[config.mk]
export PLATFORM = sky130hd
export DESIGN_NAME = sync_fifo
export DESIGN_NICKNAME = d
export VERILOG_FILES = /design/src/rtl/fifo_pkg.sv /design/src/rtl/fifo_mem.sv /design/src/rtl/sync_fifo.sv
export SDC_FILE = /design/constraint.sdc
export NUM_CORES = 1
export LEC_CHECK = 0
export CAP_MARGIN = 20
export CORE_MARGIN = 2
export CORE_UTILIZATION = 36
export DETAILED_ROUTE_END_ITERATION = 6
export REMOVE_ABC_BUFFERS = 1
export SLEW_MARGIN = 20
export SYNTH_ARGS = -nofsm -noshare
export SYNTH_HDL_FRONTEND = slang
export SYNTH_SLANG_ARGS = --single-unit
[constraint.sdc]
create_clock -name clk -period 5.6 [get_ports clk]
set_clock_uncertainty 0.15 [all_clocks]
set_input_delay 0.84 -clock clk [delete_from_list [all_inputs] [get_ports clk]]
set_output_delay 0.84 -clock clk [all_outputs]
set_load 0.02 [all_outputs]
[src/rtl/fifo_pkg.sv]
// Shared types and helpers for the single-clock FIFO.
// ADDR_W/CNT_W give the pointer and count widths for the default depth.
package fifo_pkg;

    localparam int unsigned DEPTH_DEFAULT = 8;
    localparam int unsigned ADDR_W        = $clog2(DEPTH_DEFAULT);
    localparam int unsigned CNT_W         = ADDR_W + 1;

    typedef enum logic {
        STANDARD = 1'b0,
        FWFT     = 1'b1
    } fifo_mode_e;

    // Occupancy after one edge; a simultaneous accepted read and write cancel.
    function automatic int unsigned next_count(input int unsigned cnt,
                                               input logic        wr_acc,
                                               input logic        rd_acc);
        int unsigned res;
        res = cnt;
        if (wr_acc && !rd_acc) begin
            res = cnt + 1;
        end else if (rd_acc && !wr_acc) begin
            res = cnt - 1;
        end
        return res;
    endfunction

endpackage

[src/rtl/fifo_mem.sv]
// DEPTH x WIDTH storage: one synchronous write port, one asynchronous read port.
// The array has no reset; emptiness is tracked by the surrounding control.
module fifo_mem #(
    parameter int unsigned WIDTH = 32,
    parameter int unsigned DEPTH = 8
) (
    input  logic                     clk,
    input  logic                     write_en,
    input  logic [$clog2(DEPTH)-1:0] write_addr,
    input  logic [WIDTH-1:0]         write_data,
    input  logic [$clog2(DEPTH)-1:0] read_addr,
    output logic [WIDTH-1:0]         read_data
);

    logic [WIDTH-1:0] mem [DEPTH];

    always_ff @(posedge clk) begin
        if (write_en) begin
            mem[write_addr] <= write_data;
        end
    end

    assign read_data = mem[read_addr];

endmodule

[src/rtl/sync_fifo.sv]
// Single-clock FIFO with registered count/flags, sticky error flags,
// synchronous flush and an optional first-word-fall-through read port.
module sync_fifo #(
    parameter int unsigned WIDTH    = 32,
    parameter int unsigned DEPTH    = 8,
    parameter int unsigned FWFT     = 0,
    parameter int unsigned AF_LEVEL = DEPTH - 2,
    parameter int unsigned AE_LEVEL = 2
) (
    input  logic                   clk,
    input  logic                   reset_n,
    input  logic                   clear,
    input  logic                   write_en,
    input  logic [WIDTH-1:0]       data_in,
    input  logic                   read_en,
    output logic [WIDTH-1:0]       data_out,
    output logic                   full,
    output logic                   empty,
    output logic                   almost_full,
    output logic                   almost_empty,
    output logic [$clog2(DEPTH):0] count,
    output logic                   overflow,
    output logic                   underflow
);

    import fifo_pkg::next_count;

    localparam int unsigned AW = $clog2(DEPTH);
    localparam int unsigned CW = AW + 1;

    logic [AW-1:0]    wr_ptr;
    logic [AW-1:0]    rd_ptr;
    logic [AW-1:0]    wr_ptr_nxt;
    logic [AW-1:0]    rd_ptr_nxt;
    logic [CW-1:0]    count_nxt;
    logic             wr_acc;
    logic             rd_acc;
    logic             full_nxt;
    logic             empty_nxt;
    logic             af_nxt;
    logic             ae_nxt;
    logic             ovf_nxt;
    logic             udf_nxt;
    logic [WIDTH-1:0] rd_data;

    // Acceptance looks only at the registered flags, so a read never frees a
    // slot for a same-cycle write into a full FIFO (and vice versa when empty).
    always_comb begin
        wr_acc     = write_en && !full && !clear;
        rd_acc     = read_en && !empty && !clear;
        wr_ptr_nxt = wr_ptr;
        rd_ptr_nxt = rd_ptr;
        count_nxt  = count;
        ovf_nxt    = overflow;
        udf_nxt    = underflow;
        if (clear) begin
            wr_ptr_nxt = '0;
            rd_ptr_nxt = '0;
            count_nxt  = '0;
            ovf_nxt    = 1'b0;
            udf_nxt    = 1'b0;
        end else begin
            if (wr_acc) begin
                wr_ptr_nxt = wr_ptr + AW'(1);
            end
            if (rd_acc) begin
                rd_ptr_nxt = rd_ptr + AW'(1);
            end
            count_nxt = CW'(next_count(32'(count), wr_acc, rd_acc));
            ovf_nxt   = overflow || (write_en && full);
            udf_nxt   = underflow || (read_en && empty);
        end
        full_nxt  = (count_nxt == CW'(DEPTH));
        empty_nxt = (count_nxt == '0);
        af_nxt    = (32'(count_nxt) >= AF_LEVEL);
        ae_nxt    = (32'(count_nxt) <= AE_LEVEL);
    end

    always_ff @(posedge clk or negedge reset_n) begin
        if (!reset_n) begin
            wr_ptr       <= '0;
            rd_ptr       <= '0;
            count        <= '0;
            full         <= 1'b0;
            empty        <= 1'b1;
            almost_full  <= (AF_LEVEL == 0);
            almost_empty <= 1'b1;
            overflow     <= 1'b0;
            underflow    <= 1'b0;
        end else begin
            wr_ptr       <= wr_ptr_nxt;
            rd_ptr       <= rd_ptr_nxt;
            count        <= count_nxt;
            full         <= full_nxt;
            empty        <= empty_nxt;
            almost_full  <= af_nxt;
            almost_empty <= ae_nxt;
            overflow     <= ovf_nxt;
            underflow    <= udf_nxt;
        end
    end

    fifo_mem #(
        .WIDTH(WIDTH),
        .DEPTH(DEPTH)
    ) u_mem (
        .clk       (clk),
        .write_en  (wr_acc),
        .write_addr(wr_ptr),
        .write_data(data_in),
        .read_addr (rd_ptr),
        .read_data (rd_data)
    );

    if (FWFT != 0) begin : g_fwft
        // Head word falls through; its value is meaningless while empty.
        assign data_out = rd_data;
    end else begin : g_std
        logic [WIDTH-1:0] data_q;

        always_ff @(posedge clk or negedge reset_n) begin
            if (!reset_n) begin
                data_q <= '0;
            end else if (clear) begin
                data_q <= '0;
            end else if (rd_acc) begin
                data_q <= rd_data;
            end
        end

        assign data_out = data_q;
    end

endmodule

==> results of run 1 <==
==> state kept, by name, indices dropped and copies added (netlist names) <==
signal	flops
count	4
rd_ptr	3
u_mem.mem	256
wr_ptr	3
almost_empty	1
overflow	1
data_out	32
underflow	1
empty	1
full	1
almost_full	1
==> layer usage <==
metal	track usage	vias to the layer above
met1	0.186	2891
met4	0.0355	0
met3	0.0236	32
li1	-	2488
met5	0	-
met2	0.233	117
==> through the flow <==
stage	utilization	cell area, µm²	total power, mW	worst slack, ns	hold slack (ns)
floorplan	-	11500	3.28	1.28	0.394
global placement	0.406	12900	3.59	2.04	0.336
detailed placement	0.408	12900	3.62	2.00	0.355
CTS	0.436	13800	5.46	2.55	0.293
global route	0.440	13900	5.62	2.45	0.334
finish	0.440	13900	5.38	2.73	0.276
==> logic make-up after synthesis <==
logic type	Yosys count	share of synthesized area
AND/OR/NAND/NOR	77	0.0288
multiplexers	97	0.152
XOR/XNOR	6	0.00451
AO/OA/AOI/OAI	46	0.0302
flip-flops	304	0.763
buffers and inverters	35	0.0168
adder cells (fa/ha/maj)	4	0.00430
==> report_power, final <==
group,leakage (nW),switching [mW],total (mW),internal (mW)
sequential,2.95,0.133,2.71,2.58
clock,0.436,0.787,1.82,1.04
combinational,1.03,0.417,0.848,0.432
==> layout make-up <==
| cell class | count | area share |
|---|---|---|
| flip-flops and latches | 304 | 0.638 |
| multi-input cells | 230 | 0.189 |
| repair buffers | 93 | 0.0720 |
| clock buffers | 43 | 0.0603 |
| well taps | 402 | 0.0361 |
| clock inverters | 12 | 0.00422 |
| inverters | 2 | 0.000538 |
| diodes | 1 | 0.000179 |
==> how the worst min path moves through the flow <==
| stage | depth (start not counted) | slack, ns | endpoint |
|---|---|---|---|
| after floorplan | 0 | 0.39 | almost_full |
| after CTS | 2 | 0.29 | data_out[20] |
| after global placement | 2 | 0.34 | overflow |
| final | 2 | 0.28 | data_out[20] |
| after global routing | 2 | 0.33 | data_out[20] |
| after detailed placement | 2 | 0.36 | underflow |
==> Yosys cell counts <==
cell,count
a211oi_1,33
a211oi_2,1
a21o_1,2
a21oi_1,5
a21oi_2,1
a311oi_2,1
and2b_1,1
buf_2,12
buf_4,1
buf_6,6
clkbuf_1,14
dfrtp_1,46
dfstp_2,2
edfxtp_1,256
ha_1,4
inv_1,1
inv_2,1
mux2_4,1
mux2i_1,32
mux4_2,64
nand2_1,11
nand2b_1,4
nand3_1,5
nand3_2,1
nor2_1,48
nor2b_1,2
nor3_1,2
nor3_2,1
nor3b_1,1
o311ai_0,2
o32a_1,1
or3_1,1
xnor2_1,4
xor2_1,2
==> results.md, run 1 <==
* First-pass GRT wire length at 35,300 µm
* Post-synth top area share at 0.660
* Starting Density at 0.367
* Critical path peak fanout at 46
* Pin count of the biggest net entering global routing at 49
* WL per Instance at 21.0 µm
* Total GRT Usage at 0.138
* Met2 wire length at 11,100 µm
* WP data arrival at 3.08 ns
* Clk_lat worst skew at 0.54 ns
* Unrepaired setup endpoints after global routing: no
* Pwr dens at 386 mW/mm²
* Clock sinks at 304
* CTS buffer count at 31
* Ys Warns at 0
* CP top delay family: flip-flops
* Instance count on the critical path at 4
* Register area at 0.00890 mm²
* Slew @ Worst Pin at 1.01 ns
* DPL Wire Length at 13,500 µm
* Max-cap viol count at 0
* Detailed Route WL at 22,800 µm
* Die H at 184 µm
* H-Tree Depth at 1
* Largest area contributor in the netlist: edfxtp_1
* Pre-Repair DR Iteration Count at 4
* # placed instances at 1,027
* Area grow syn2layout at 19.7%
* CP Capture Type: register
* Cell area after synthesis at 0.0117 mm²
* Fin Setup TNS at 0 ns
* # hold bufs at CTS at 0
* CP peak stage delay at 1.06 ns
* Pleak at 4.42 nW
* Max Slew Vio Count at 0
* Reg2Reg Capture Point: data_out[31]
* Reg2reg path depth at 4
* CTS resizes at 0
* Initial antenna violation count at 1
* Via/cell ratio at 5.09
* Die X at 184 µm
* Die Area at 0.0338 mm²
* Iter 0 DRT Violations at 363
* Placeable Area at 0.0317 mm²
* Via count at 5,528
* Synth Instances at 569
* Syn Area/Cell at 20.5 µm²
* Fin nets at 703
* Share of cells above drive strength 1 at 0.208
* Slew margin rel. at 0.325
* Top layer reached by signal wires: met4
* Bufs on Longest Clock Path at 3
* Max Clk Rate at 349 MHz
* Clk pin slew, worst setup/hold paths at 0.06 ns
* Drc violations at 0
* Critical Path Start Type: register
* Commonest non-fill, non-tap cell in the layout: edfxtp_1
* Worst R2R Start: rd_ptr[0]
* PortBufs at 78
* VDD IR max at 0.220 mV
* Fin crit share at 0.512
* Post-route ant nets at 0
* Final setup violation count at 0
* Filler cells at 2,691
* Top area cells in the synthesized netlist: edfxtp_1 66%, mux4_2 12%, dfrtp_1 9.9%
* Unique masters post-synth at 34
* Start point of the critical path: rd_ptr[0]
* Yosys reg bits at 304
* Total gr overflow at 0
* I/O pin total at 79
* Setup crit end: data_out[31]
* Routed wl met3 at 1010 µm
* Slowest CP cell: dfrtp_4
* Kind of critical path: reg -> reg
* Placer Congestion at 0.736
* Std cell rows at 65
* CP cell instances: buf_4 > mux4_2 > mux2i_1 > a211oi_1
* Critical Path RT at 5.81 ns
* R2R Setup Slk at 2.73 ns
* Clock root buffer: clkbuf_16
* Run status: complete, no violations
* Area of the multi-input gates at 0.00263 mm²
* Vias in the first global route at 6,070
* Critical path buffers and inverters at 1
* Met1 WL at 10,400 µm
* Fin crit period at 2.87 ns
* Most frequent cells in the layout: 256 x edfxtp_1, 76 x clkdlybuf4s50_1, 64 x mux4_2
* CTS tree: built
* Finished Layout Cells at 1,087
* Final Hold Fails at 0
* Post-CTS Setup Bufs at 0
* HP Class: in -> async
* Sequential-to-total area share from yosys stat at 0.763
No activity file was read; power rests on OpenSTA's default activity.
==> run 2, diff against run 1 <==
==> constraint.sdc (replaced) <==
create_clock -name clk -period 2.65 [get_ports clk]
set_clock_uncertainty 0.15 [all_clocks]
set_input_delay 0.3975 -clock clk [delete_from_list [all_inputs] [get_ports clk]]
set_output_delay 0.3975 -clock clk [all_outputs]
set_load 0.02 [all_outputs]
==> run 2 against run 1 <==
  * Cell count grew 1.7%
  * Hold slack lost 0.082 ns
  * Clock-buffer cell count shrank 6
  * Worst setup slack lost 2.4 ns
  * Critical path type is now reg -> out
  * Critical endpoint is now empty
  * Highest routed layer unchanged
==> results.md, run 2 (synthesis results as in run 1) <==
* Reg2reg path depth at 4
* Pwr dens at 827 mW/mm²
* I/O pin total at 79
* Run status: complete, no violations
* Pin count of the biggest net entering global routing at 47
* CP top delay family: buffers and inverters
* Total GRT Usage at 0.140
* WL per Instance at 21.2 µm
* Setup crit end: empty
* Slowest CP cell: clkdlybuf4s50_1
* Largest register by flop count: u_mem.mem
* Initial antenna violation count at 0
* Area grow syn2layout at 21.7%
* Critical path peak fanout at 4
* Std cell rows at 65
* R2R Setup Slk at 0.47 ns
* Number of diodes at 0
* Placer Congestion at 0.743
* Post-CTS Setup Bufs at 0
* Clock sinks at 304
* VDD IR max at 0.526 mV
* Pleak at 4.54 nW
* Final Hold Fails at 0
* Clk pin slew, worst setup/hold paths at 0.06 ns
* Max Slew Vio Count at 0
* Unrepaired setup endpoints after global routing: no
* Final setup violation count at 0
* Fin crit share at 0.856
* DPL Wire Length at 14,700 µm
* Detailed Route WL at 23,400 µm
* Commonest non-fill, non-tap cell in the layout: edfxtp_1
* Clock root buffer: clkbuf_16
* Slew @ Worst Pin at 0.639 ns
* WP data arrival at 1.72 ns
* Post-route ant nets at 0
* Drc violations at 0
* Starting Density at 0.367
* Die H at 184 µm
* Die Area at 0.0338 mm²
* Die X at 184 µm
* Fin crit period at 2.27 ns
* Fin nets at 719
* CP cell instances: clkdlybuf4s50_1
* Critical path buffers and inverters at 1
* Critical Path Start Type: register
* # placed instances at 1,046
* Filler cells at 2,677
* Start point of the critical path: empty
* Bufs on Longest Clock Path at 3
* Reg2Reg Capture Point: data_out[13]
* Vias in the first global route at 5,967
* Largest register FFs at 256
* Via count at 5,619
* PortBufs at 78
* Worst R2R Start: rd_ptr[0]
* CTS buffer count at 31
* Share of cells above drive strength 1 at 0.236
* Max Clk Rate at 441 MHz
* First-pass GRT wire length at 35,800 µm
* Placeable Area at 0.0317 mm²
* Clk_lat worst skew at 0.55 ns
* H-Tree Depth at 1
* Most frequent cells in the layout: 256 x edfxtp_1, 76 x clkdlybuf4s50_1, 64 x mux4_2
* Slew margin rel. at 0.574
* CP peak stage delay at 0.61 ns
* Pre-Repair DR Iteration Count at 4
* Via/cell ratio at 5.09
* CTS tree: built
* HP Class: in -> async
* Iter 0 DRT Violations at 431
* Instance count on the critical path at 1
* Critical Path RT at 2.10 ns
* Kind of critical path: reg -> out
* Finished Layout Cells at 1,105
* CP Capture Type: output pin
* Fin Setup TNS at 0 ns
* Total gr overflow at 0
* Max-cap viol count at 0
run 2: worst min path at each step:
stage / startpoint / end / slack, ns / depth (start not counted)
finish: reset_n / data_out[20] / 0.19 / 2
global route: reset_n / data_out[20] / 0.22 / 2
detailed placement: reset_n / data_out[0] / 0.24 / 1
floorplan: reset_n / almost_full / -0.05 / 0
global placement: reset_n / data_out[0] / 0.24 / 1
CTS: reset_n / data_out[20] / 0.20 / 2
run 2: power breakdown:
part | switching [mW] | total [mW] | internal (mW)
Sequential | 0.205 | 5.65 | 5.45
Clock | 1.73 | 4.10 | 2.37
Combinational | 0.981 | 1.97 | 0.991
run 2: what timing repair did:
action | in CTS | in global routing
endpoints found under the hold margin | 14 | 0
gates resized for setup | 0 | 0
hold buffers | 1 | 0
run 2: layer usage:
layer	GRT usage	up-vias	share of wire	wire, µm
met5	0	-	0	0
met4	0.0346	0	0.012	289
met3	0.0252	24	0.046	1070
met2	0.224	139	0.48	11100
met1	0.201	2927	0.47	10900
li1	-	2529	-	-
run 2: area by class of cell:
type                       instances  area [µm²]  share of cell area
inverter                           2        7.51            0.000530
clock buffer                      37         808              0.0570
multi-input combinational        230        2630               0.185
sequential                       304        8900               0.628
timing repair buffer             109        1170              0.0824
clock inverter                    21         164              0.0116
tap                              402         503              0.0355
run 2: per-stage QoR:
stage               hold WS [ns]  setup slack [ns]  power (mW)  cell area, µm²  utilization
floorplan                -0.0481             -1.29        6.94           11500            -
global placement           0.243             0.113        7.71           13200        0.416
detailed placement         0.244            0.0771        7.75           13200        0.416
CTS                        0.201             0.341        11.9           14200        0.447
global route               0.218             0.321        12.2           14200        0.447
finish                     0.195             0.383        11.7           14200        0.447
==> run 3, diff against run 2 <==
--- a/config.mk
+++ b/config.mk
@@ -5,10 +5,12 @@
 export SDC_FILE = /design/constraint.sdc
 export NUM_CORES = 1
 export LEC_CHECK = 0
+export ABC_AREA = 1
 export CAP_MARGIN = 20
 export CORE_MARGIN = 2
 export CORE_UTILIZATION = 36
 export DETAILED_ROUTE_END_ITERATION = 6
+export GPL_ROUTABILITY_DRIVEN = 0
 export REMOVE_ABC_BUFFERS = 1
 export SLEW_MARGIN = 20
 export SYNTH_ARGS = -nofsm -noshare
==> constraint.sdc (replaced) <==
create_clock -name clk -period 2.5 [get_ports clk]
set_clock_uncertainty 0.15 [all_clocks]
set_input_delay 0.375 -clock clk [delete_from_list [all_inputs] [get_ports clk]]
set_output_delay 0.375 -clock clk [all_outputs]
set_load 0.02 [all_outputs]
==> run 3 against run 2 <==
  * Die area is 1.2% higher
  * Hold slack worse by 0.0050 ns
  * Sequential power is 2% higher
  * Clock power is 13% higher
  * Cell count is 30% higher
  * Clock-buffer cell count is 4 higher
  * Total power is 1.2% higher
  * Global-route usage is 2.2 points higher
  * Critical endpoint unchanged
  * Highest routed layer unchanged
  * Sequential cell count stayed put
  * Sequential share of layout area is 0.98 points lower
  * First-iteration DRC count is 42% higher
  * Largest cell class unchanged
==> results.md, run 3 <==
* Critical Path RT at 1.98 ns
* CP top delay family: buffers and inverters
* DPL Wire Length at 15,700 µm
* CP peak stage delay at 0.61 ns
* Fin area at 0.0144 mm²
* Fin nets at 1,012
* PortBufs at 78
* H-Tree Depth at 1
* Total power at 11.9 mW
* Number of diodes at 0
* Share of cells above drive strength 1 at 0.0984
* Largest area contributor in the netlist: edfxtp_1
* Clock root buffer: clkbuf_16
* Pleak at 5.00 nW
* Starting Density at 0.364
* HP Class: in -> async
* Placeable Area at 0.0324 mm²
* Synth async-reset ratio at 0.158
* CP cell instances: clkdlybuf4s50_1
* Clk_lat worst skew at 0.57 ns
* Total gr overflow at 0
* Pre-Repair DR Iteration Count at 4
* Unrepaired setup endpoints after global routing: no
* VDD IR max at 0.606 mV
* Critical path peak fanout at 3
* Run status: complete, no violations
* Die X at 185 µm
* Total GRT Usage at 0.162
* Critical path buffers and inverters at 1
* Largest register FFs at 256
* Ys Warns at 0
* Pwr dens at 824 mW/mm²
* Drc violations at 0
* Slew @ Worst Pin at 0.577 ns
* Via count at 7,346
* Max Clk Rate at 444 MHz
* WL per Instance at 19.2 µm
* Clock sinks at 304
* Slew margin rel. at 0.615
* Sequential-to-total area share from yosys stat at 0.754
* Std cell rows at 66
* Final Hold Fails at 0
* Number of synthesized flops with an enable pin at 256
* Top area cells in the synthesized netlist: edfxtp_1 65%, dfrtp_1 9.8%, o221ai_1 4.8%
* Die H at 185 µm
* Hold Slack at 0.190 ns
* Die Area at 0.0342 mm²
* Post-Place Cell Area at 0.0134 mm²
* Pin count of the biggest net entering global routing at 130
* Top cells by count, synth: 256 x edfxtp_1, 145 x nor2_1, 99 x o21ai_0
* CTS buffer count at 31
* Bufs on Longest Clock Path at 3
* Post-route ant nets at 0
* Post-CTS Setup Bufs at 0
* First-pass GRT wire length at 42,300 µm
* Most common cell in the netlist: edfxtp_1
* Register area at 0.00889 mm²
* Yosys reg bits at 304
* Most used DFF post-synth: edfxtp_1
* Detailed Route WL at 27,600 µm
* Via/cell ratio at 5.11
* Area grow syn2layout at 22.1%
* CTS resizes at 0
* Synth Instances at 889
* CP Capture Type: output pin
* Initial antenna violation count at 0
* Finished Layout Cells at 1,438
* Fin crit period at 2.25 ns
* Vias in the first global route at 7,171
* Fin crit share at 0.901
* Largest register by flop count: u_mem.mem
* Max-cap viol count at 0
* Filler cells at 2,960
* Max Slew Vio Count at 0
* Unique masters post-synth at 29
* WP data arrival at 1.73 ns
* Cell area after synthesis at 0.0118 mm²
* # placed instances at 1,379
* Most frequent cells in the layout: 256 x edfxtp_1, 137 x nor2_1, 99 x o21ai_0
* CTS tree: built
* Slowest CP cell: clkdlybuf4s50_1
* Final setup violation count at 0
* I/O pin total at 79
* Critical Path Start Type: register
* Post-synth top area share at 0.652
* Final Util at 0.445
* Syn Area/Cell at 13.3 µm²
* Area of the multi-input gates at 0.00262 mm²
* Iter 0 DRT Violations at 614
* Kind of critical path: reg -> out
* Commonest non-fill, non-tap cell in the layout: edfxtp_1
* Clk pin slew, worst setup/hold paths at 0.06 ns
## run 3: cell types whose count changed in the layout (fill, tap and decap cells not counted), moves of 32 or more
cell / delta
mux2i_1: -32
o221ai_1: +64
o21ai_0: +99
mux4_2: -64
o21ai_1: +36
a211oi_1: -33
nand2_1: +60
nand3_1: +65
nor2_1: +95
## run 3: logic make-up after synthesis
family                     count (synthesis)  share of synthesized area
buffers and inverters                     81                     0.0292
and+or+nand+nor                          294                      0.104
DFF                                      304                      0.754
AOI/OAI and AO/OA                        204                      0.107
adders and majority gates                  4                    0.00424
xor gates and xnor gates                   2                    0.00149
## run 3: per-stage QoR
stage          worst slack (ns)  setup TNS (ns)
2_1_floorplan             -1.73         -155.96
3_3_place_gp              0.126               0
3_5_place_dp              0.109               0
4_1_cts                   0.211               0
5_1_grt                   0.182               0
6_report                  0.247               0
## run 3: timing repair
action                                  in CTS  in global routing
hold buffers                                 1                  0
endpoints found under the setup margin       0                  0
endpoints found under the hold margin       17                  0
## run 3: layout make-up
| cell class | count | share of cell area |
|---|---|---|
| clock buffers | 41 | 0.0579 |
| clock inverters | 17 | 0.0136 |
| inverters | 21 | 0.00556 |
| multi-input cells | 504 | 0.182 |
| flip-flops and latches | 304 | 0.618 |
| well taps | 442 | 0.0384 |
| repair buffers | 109 | 0.0850 |
## run 3: final timing paths
path | from | end | slack [ns] | cells after the start
hold / removal | reset_n | data_out[20] | 0.19 | 2
min in group clk | write_en | overflow | 0.34 | 3
setup / recovery | empty | empty | 0.25 | 1
max in group asynchronous | reset_n | empty | 1.37 | 3
hold reg to reg | overflow | overflow | 0.35 | 2
setup reg to reg | full | u_mem.mem[0][22] | 0.49 | 6
## run 3: layer usage
layer  track usage  part of all wire  vias up
li1              -                 -     3475
met1         0.244              0.48     3634
met2         0.251              0.46      206
met3        0.0230             0.049       31
met4        0.0317             0.011        0
met5             0                 0        -
## run 3: power by group
part	switching (mW)	internal (mW)	total, mW
clock	1.89	2.76	4.65
sequential	0.0867	5.68	5.77
combinational	0.941	0.513	1.45
total	2.92	8.95	11.9
